--- config.mk ---
export PLATFORM = sky130hd
export DESIGN_NAME = rd_burst_ctrl
export DESIGN_NICKNAME = d
export VERILOG_FILES = /design/src/rtl/ddr_rd_pkg.sv /design/src/rtl/rd_burst_ctrl_req_slot.sv /design/src/rtl/rd_burst_ctrl.sv
export SDC_FILE = /design/constraint.sdc
export NUM_CORES = 1
export LEC_CHECK = 0
export CORE_AREA = 4 4 231 233
export CTS_BUF_LIST = sky130_fd_sc_hd__clkbuf_16
export DETAILED_ROUTE_END_ITERATION = 10
export DIE_AREA = 0 0 235 237
export DONT_BUFFER_PORTS = 1
export GPL_ROUTABILITY_DRIVEN = 0
export PLACE_DENSITY = 0.49
export SLEW_MARGIN = 20
export SYNTH_ARGS = -nofsm -noshare
export SYNTH_HDL_FRONTEND = slang
export SYNTH_SLANG_ARGS = --single-unit
--- constraint.sdc ---
create_clock -name ddr_clk -period 4.15 [get_ports ddr_clk]
set_input_delay 0.83 -clock ddr_clk [delete_from_list [all_inputs] [get_ports ddr_clk]]
set_output_delay 0.83 -clock ddr_clk [all_outputs]
set_load 0.02 [all_outputs]
--- src/rtl/ddr_rd_pkg.sv ---
// Shared types and constants for the DDR line-read burst engine.
package ddr_rd_pkg;

  typedef enum logic [1:0] {
    ST_IDLE = 2'd0,
    ST_ADDR = 2'd1,
    ST_DATA = 2'd2,
    ST_DONE = 2'd3
  } rd_state_e;

  localparam int AXI_LEN_W    = 8;
  localparam int DDR_DQ_WIDTH = 32;

  // A beat is 8*DQ bits; addresses count 32-bit words.
  function automatic int words_per_beat(input int dq_width);
    return (8 * dq_width) / 32;
  endfunction

  localparam int BEAT_ADDR_INC = words_per_beat(DDR_DQ_WIDTH);

endpackage

--- src/rtl/rd_burst_ctrl_req_slot.sv ---
// One-deep pending request register; a push into a full slot that is not
// being drained in the same cycle is dropped and flagged sticky.
module rd_req_slot
  import ddr_rd_pkg::*;
#(
  parameter int ADDR_WIDTH = 27,
  parameter int LEN_WIDTH  = 16
) (
  input  logic                  clk,
  input  logic                  rst_n,
  input  logic                  i_push,
  input  logic [ADDR_WIDTH-1:0] i_addr,
  input  logic [LEN_WIDTH-1:0]  i_len,
  input  logic                  i_pop,
  output logic                  o_full,
  output logic [ADDR_WIDTH-1:0] o_addr,
  output logic [LEN_WIDTH-1:0]  o_len,
  output logic                  o_overflow
);

  logic                  r_full;
  logic [ADDR_WIDTH-1:0] r_addr;
  logic [LEN_WIDTH-1:0]  r_len;
  logic                  r_overflow;
  logic                  w_load;
  logic                  w_drop;

  // A pop frees the slot this cycle, so a simultaneous push may refill it.
  assign w_load = i_push & (~r_full | i_pop);
  assign w_drop = i_push & r_full & ~i_pop;

  always_ff @(posedge clk or negedge rst_n) begin
    if (!rst_n) begin
      r_full     <= 1'b0;
      r_addr     <= '0;
      r_len      <= '0;
      r_overflow <= 1'b0;
    end else begin
      if (w_load) begin
        r_full <= 1'b1;
        r_addr <= i_addr;
        r_len  <= i_len;
      end else if (i_pop) begin
        r_full <= 1'b0;
      end
      if (w_drop) begin
        r_overflow <= 1'b1;
      end
    end
  end

  assign o_full     = r_full;
  assign o_addr     = r_addr;
  assign o_len      = r_len;
  assign o_overflow = r_overflow;

endmodule

--- src/rtl/rd_burst_ctrl.sv ---
// DDR line-read engine: splits a line request into AXI4 read bursts and
// streams the returned beats to the line cell with a one-cycle latency.
module rd_burst_ctrl
  import ddr_rd_pkg::*;
#(
  parameter int ADDR_WIDTH = 27,
  parameter int DQ_WIDTH   = 32,
  parameter int LEN_WIDTH  = 16,
  parameter int BURST_MAX  = 16
) (
  input  logic                    ddr_clk,
  input  logic                    ddr_rstn,
  input  logic                    ddr_rreq,
  input  logic [ADDR_WIDTH-1:0]   ddr_raddr,
  input  logic [LEN_WIDTH-1:0]    ddr_rd_len,
  output logic [8*DQ_WIDTH-1:0]   ddr_rdata,
  output logic                    ddr_rdata_en,
  output logic                    ddr_rdone,
  output logic                    busy,
  output logic                    err_overflow,
  output logic                    err_rlast,
  output logic [ADDR_WIDTH-1:0]   axi_araddr,
  output logic [AXI_LEN_W-1:0]    axi_arlen,
  output logic                    axi_arvalid,
  input  logic                    axi_arready,
  input  logic [8*DQ_WIDTH-1:0]   axi_rdata,
  input  logic                    axi_rvalid,
  input  logic                    axi_rlast,
  output logic                    axi_rready
);

  rd_state_e               r_state;
  logic [ADDR_WIDTH-1:0]   r_cur_addr;
  logic [LEN_WIDTH-1:0]    r_remain;
  logic [AXI_LEN_W:0]      r_beats;
  logic [AXI_LEN_W:0]      r_beat_cnt;
  logic [ADDR_WIDTH-1:0]   r_araddr;
  logic [AXI_LEN_W-1:0]    r_arlen;
  logic                    r_arvalid;
  logic                    r_rready;
  logic [8*DQ_WIDTH-1:0]   r_rdata;
  logic                    r_rdata_en;
  logic                    r_rdone;
  logic                    r_err_rlast;

  logic                    w_idle;
  logic                    w_slot_full;
  logic [ADDR_WIDTH-1:0]   w_slot_addr;
  logic [LEN_WIDTH-1:0]    w_slot_len;
  logic                    w_slot_ovf;
  logic                    w_slot_push;
  logic                    w_slot_pop;
  logic                    w_start;
  logic [ADDR_WIDTH-1:0]   w_start_addr;
  logic [LEN_WIDTH-1:0]    w_start_len;
  logic                    w_beat;
  logic                    w_last_beat;
  logic [ADDR_WIDTH-1:0]   w_addr_nxt;
  logic [LEN_WIDTH-1:0]    w_remain_nxt;

  function automatic logic [AXI_LEN_W-1:0] burst_len_m1(input logic [LEN_WIDTH-1:0] rem);
    if (32'(rem) >= BURST_MAX) begin
      return AXI_LEN_W'(BURST_MAX - 1);
    end
    return AXI_LEN_W'(rem - LEN_WIDTH'(1));
  endfunction

  // A request is taken directly only when idle with nothing waiting;
  // otherwise it is offered to the pending slot, which is served first.
  assign w_idle       = (r_state == ST_IDLE);
  assign w_slot_pop   = w_idle & w_slot_full;
  assign w_slot_push  = ddr_rreq & ~(w_idle & ~w_slot_full);
  assign w_start      = w_idle & (ddr_rreq | w_slot_full);
  assign w_start_addr = w_slot_full ? w_slot_addr : ddr_raddr;
  assign w_start_len  = w_slot_full ? w_slot_len  : ddr_rd_len;

  rd_req_slot #(
    .ADDR_WIDTH (ADDR_WIDTH),
    .LEN_WIDTH  (LEN_WIDTH)
  ) u_slot (
    .clk        (ddr_clk),
    .rst_n      (ddr_rstn),
    .i_push     (w_slot_push),
    .i_addr     (ddr_raddr),
    .i_len      (ddr_rd_len),
    .i_pop      (w_slot_pop),
    .o_full     (w_slot_full),
    .o_addr     (w_slot_addr),
    .o_len      (w_slot_len),
    .o_overflow (w_slot_ovf)
  );

  // The beat counter, not axi_rlast, decides where a burst ends.
  assign w_beat       = r_rready & axi_rvalid;
  assign w_last_beat  = (r_beat_cnt == (r_beats - (AXI_LEN_W+1)'(1)));
  assign w_addr_nxt   = r_cur_addr + ADDR_WIDTH'(r_beats) * ADDR_WIDTH'(BEAT_ADDR_INC);
  assign w_remain_nxt = r_remain - LEN_WIDTH'(r_beats);

  always_ff @(posedge ddr_clk or negedge ddr_rstn) begin
    if (!ddr_rstn) begin
      r_state     <= ST_IDLE;
      r_cur_addr  <= '0;
      r_remain    <= '0;
      r_beats     <= '0;
      r_beat_cnt  <= '0;
      r_araddr    <= '0;
      r_arlen     <= '0;
      r_arvalid   <= 1'b0;
      r_rready    <= 1'b0;
      r_rdata     <= '0;
      r_rdata_en  <= 1'b0;
      r_rdone     <= 1'b0;
      r_err_rlast <= 1'b0;
    end else begin
      r_rdata_en <= 1'b0;
      r_rdone    <= 1'b0;
      case (r_state)
        ST_IDLE: begin
          if (w_start) begin
            r_cur_addr <= w_start_addr;
            r_remain   <= w_start_len;
            if (w_start_len == '0) begin
              r_state <= ST_DONE;
            end else begin
              r_state   <= ST_ADDR;
              r_arvalid <= 1'b1;
              r_araddr  <= w_start_addr;
              r_arlen   <= burst_len_m1(w_start_len);
            end
          end
        end
        ST_ADDR: begin
          if (axi_arready) begin
            r_arvalid  <= 1'b0;
            r_beats    <= {1'b0, r_arlen} + (AXI_LEN_W+1)'(1);
            r_beat_cnt <= '0;
            r_rready   <= 1'b1;
            r_state    <= ST_DATA;
          end
        end
        ST_DATA: begin
          if (w_beat) begin
            r_rdata    <= axi_rdata;
            r_rdata_en <= 1'b1;
            if (axi_rlast != w_last_beat) begin
              r_err_rlast <= 1'b1;
            end
            if (w_last_beat) begin
              r_rready   <= 1'b0;
              r_cur_addr <= w_addr_nxt;
              r_remain   <= w_remain_nxt;
              if (w_remain_nxt != '0) begin
                r_state   <= ST_ADDR;
                r_arvalid <= 1'b1;
                r_araddr  <= w_addr_nxt;
                r_arlen   <= burst_len_m1(w_remain_nxt);
              end else begin
                r_state <= ST_DONE;
              end
            end else begin
              r_beat_cnt <= r_beat_cnt + (AXI_LEN_W+1)'(1);
            end
          end
        end
        // The final rdata_en was issued last cycle, so rdone lands just after it.
        ST_DONE: begin
          r_rdone <= 1'b1;
          r_state <= ST_IDLE;
        end
        default: begin
          r_state <= ST_IDLE;
        end
      endcase
    end
  end

  assign ddr_rdata    = r_rdata;
  assign ddr_rdata_en = r_rdata_en;
  assign ddr_rdone    = r_rdone;
  assign busy         = ~w_idle | w_slot_full;
  assign err_overflow = w_slot_ovf;
  assign err_rlast    = r_err_rlast;
  assign axi_araddr   = r_araddr;
  assign axi_arlen    = r_arlen;
  assign axi_arvalid  = r_arvalid;
  assign axi_rready   = r_rready;

endmodule

==> impl_metrics.json <==
{
  "status": "finished with violations",
  "failed_checks": "negative hold slack, max-slew violations",
  "critPathMaxFanout": 32,
  "maxSlewHeadroom": -0.158,
  "drive_gt1_frac": 0.102,
  "dpl-instance-area_mm2": 0.0187,
  "wire_per_inst_um": 22.9,
  "tns_ps": 0,
  "whs_ps": -33.8,
  "final_area_mm2": 0.0202,
  "start_util": 0.353,
  "ys.flop_type": "dfrtp_1",
  "clk_pin_slew_ps": 60,
  "first_global_vias": 13203,
  "syn_to_final_growth_pct": 11.9,
  "final_util": 0.395,
  "place.detailed.hpwl_mm": 43.9,
  "irDropWorstVdd_uv": 421,
  "tightestPinTransition_ps": 1740,
  "viasPerCell": 5.00,
  "synth_edf_count": 0,
  "drc": 0,
  "overflow": 0,
  "grt_pass1_wl_mm": 88.4,
  "track_usage": 0.206,
  "cts-buffers-inserted": 48,
  "io_pins": 603,
  "ctsHtreeMaxLevel": 2,
  "die_w_um": 235,
  "rsz0062_at_grt": "no",
  "arrival_ps": 4170,
  "cts_sinks": 404,
  "hold_class": "in -> async",
  "yosysSeqAreaShare": 0.560,
  "ys_types": 57,
  "cp.required_ps": 4600,
  "fmax_mhz": 268,
  "period_needed_ps": 3730,
  "dr.pass1.iters": 5,
  "cp-start-kind": "register",
  "rows": 83,
  "layout.nets": 2210,
  "leakage_nw": 9.99,
  "synthesis.area_mm2": 0.0181,
  "path_class": "reg -> reg",
  "fin_crit_sh": 0.898,
  "setup_violations": 0,
  "die_area_mm2": 0.0557,
  "final_antenna_net_count": 0,
  "synthesis.nets": 2240,
  "antenna_found_initial": 5,
  "io_buffers": 0,
  "postSynthCellCount": 1910,
  "drt_wl_total_mm": 59.7,
  "cap_violations": 0,
  "grt_max_degree": 405,
  "cts-resized-gates": 0,
  "cp-end-kind": "register",
  "synth.avg_cell_area_um2": 9.46,
  "drt-initial-drc-count": 1027,
  "final_hold_viol_count": 13,
  "dieHeight_um": 237,
  "cts_setup_buffers": 0,
  "tritoncts": "built",
  "core_mm2": 0.0512,
  "fin_skew_ps": 16.7,
  "powerDensity_mw_per_mm2": 918,
  "async_reset_ff_frac": 1.00,
  "ys_seq_elements": 404,
  "synth_warnings": 0,
  "via_count": 13015,
  "clock_path_buffers": 3,
  "final-max-slew-violation-count": 167,
  "insertion_delay_ps": 570,
  "cts-root-buf": "clkbuf_16"
}
==> cells by family (layout without fill, tap and decap cells) <==
kind of cell | after synthesis | in the layout | synth area share
flip-flops | 404 | 404 | 0.560
multiplexers | 134 | 134 | 0.0851
AND/OR/NAND/NOR | 984 | 984 | 0.220
adder cells (fa/ha/maj) | 25 | 25 | 0.0181
XOR/XNOR | 58 | 58 | 0.0285
other | 0 | 4 | 0
AO/OA/AOI/OAI | 183 | 183 | 0.0615
buffers and inverters | 122 | 130 | 0.0273
==> path summary, 6_finish.rpt <==
path | cells after the start | startpoint | slack (ps) | endpoint
max in group asynchronous | 0 | ddr_rstn | 2800 | ddr_rdata[194]$_DFFE_PN0P_
worst min-delay path | 0 | ddr_rstn | -30 | axi_araddr[18]$_DFFE_PN0P_
worst max register to register | 12 | r_beats[0]$_DFFE_PN0P_ | 420 | axi_araddr[0]$_DFFE_PN0P_
worst max-delay path | 12 | r_beats[0]$_DFFE_PN0P_ | 420 | axi_araddr[0]$_DFFE_PN0P_
min in group ddr_clk | 2 | axi_rdata[229] | 360 | ddr_rdata[229]$_DFFE_PN0P_
worst min register to register | 2 | r_remain[0]$_DFFE_PN0P_ | 480 | r_remain[0]$_DFFE_PN0P_
==> power breakdown <==
| group | switching (W) | internal [W] | total [W] |
|---|---|---|---|
| Combinational | 0.00306 | 0.00247 | 0.00552 |
| Clock | 0.00169 | 0.00233 | 0.00402 |
| Sequential | 0.00332 | 0.00568 | 0.00900 |
| Total | 0.00807 | 0.0105 | 0.0185 |
==> placed cells by master, fill, tap and decap left out, types with 4 or more instances in the layout <==
cell type / n
ha_1: 23
nand4_1: 9
nor2_1: 57
o21ai_0: 59
a21oi_1: 60
dfrtp_1: 403
a31oi_1: 6
nand2b_1: 6
clkinv_2: 14
and2_1: 10
nand2_1: 824
clkbuf_16: 49
a22oi_1: 4
mux2_2: 73
nor3_1: 11
nor4_1: 9
inv_1: 34
diode_2: 4
xnor2_1: 28
nand3_1: 17
xor2_1: 29
o211ai_1: 4
and3_1: 8
nor2b_1: 15
buf_4: 9
inv_6: 4
clkinv_1: 12
a211oi_1: 14
mux2i_1: 40
mux2_4: 21
a21o_1: 9
o21a_1: 5
==> critical path, stage by stage (launching register included) <==
cell and delay (ps):
dfrtp_1 520, ha_1 240, inv_1 60, fa_1 430, a21o_1 210, a22o_1 250, nor3_4 190, o21bai_1 120
xor2_1 300, nor4_4 140, a211oi_4 420, buf_12 290, mux2_2 370
==> state kept, by name, indices dropped and copies added, names as in the netlist, 2 cells and up <==
register / flops
axi_araddr: 27
r_remain: 16
r_beats: 9
r_state: 2
axi_arlen: 8
r_cur_addr: 27
u_slot.o_addr: 27
u_slot.o_len: 16
r_beat_cnt: 9
ddr_rdata: 256
==> routing by layer <==
| metal | GRT usage | vias up | wire length [µm] |
|---|---|---|---|
| li1 | - | 6145 | - |
| met1 | 0.243 | 6351 | 22600 |
| met2 | 0.353 | 438 | 30000 |
| met3 | 0.0795 | 81 | 5540 |
| met4 | 0.0533 | 0 | 1480 |
| met5 | 0 | - | 0 |
==> cell usage after synthesis, types with 3 or more instances <==
master | count | area (µm²)
a211oi_1 | 14 | 105
a21o_1 | 9 | 67.6
a21oi_1 | 60 | 300
a22oi_1 | 4 | 30.0
a31oi_1 | 7 | 43.8
and2_1 | 10 | 62.6
and3_1 | 8 | 50.1
buf_1 | 8 | 30.0
buf_2 | 4 | 20.0
buf_6 | 3 | 33.8
clkbuf_1 | 75 | 282
dfrtp_1 | 404 | 10100
ha_1 | 23 | 288
inv_1 | 29 | 109
mux2_2 | 73 | 822
mux2_4 | 21 | 315
mux2i_1 | 40 | 400
nand2_1 | 824 | 3090
nand2b_1 | 6 | 37.5
nand3_1 | 19 | 95.1
nand4_1 | 9 | 56.3
nor2_1 | 57 | 214
nor2b_1 | 16 | 100
nor3_1 | 11 | 55.1
nor4_1 | 9 | 56.3
o2111ai_1 | 3 | 26.3
o211ai_1 | 4 | 30.0
o21a_1 | 5 | 37.5
o21ai_0 | 59 | 295
o22a_1 | 3 | 26.3
or3_1 | 3 | 18.8
xnor2_1 | 28 | 245
xor2_1 | 29 | 254
==> metrics by stage <==
step | power [W] | setup slack [ps] | instances
after floorplan | 0.0128 | 878 | 1910
after global placement | 0.0145 | 576 | 2510
after detailed placement | 0.0147 | 497 | 2510
after CTS | 0.0188 | 453 | 2598
after global routing | 0.0198 | 230 | 2598
final | 0.0185 | 422 | 2602
==> area by class of cell <==
cell class / instances / area [µm²]
Fill cell: 5060 / 31000
Sequential cell: 404 / 10100
Multi-Input combinational cell: 1384 / 7500
Clock buffer: 49 / 1230
Tap cell: 680 / 851
Clock inverter: 39 / 267
Timing Repair Buffer: 12 / 128
Inverter: 30 / 120
Antenna cell: 4 / 10.0
No activity file was read; power rests on OpenSTA's default activity.
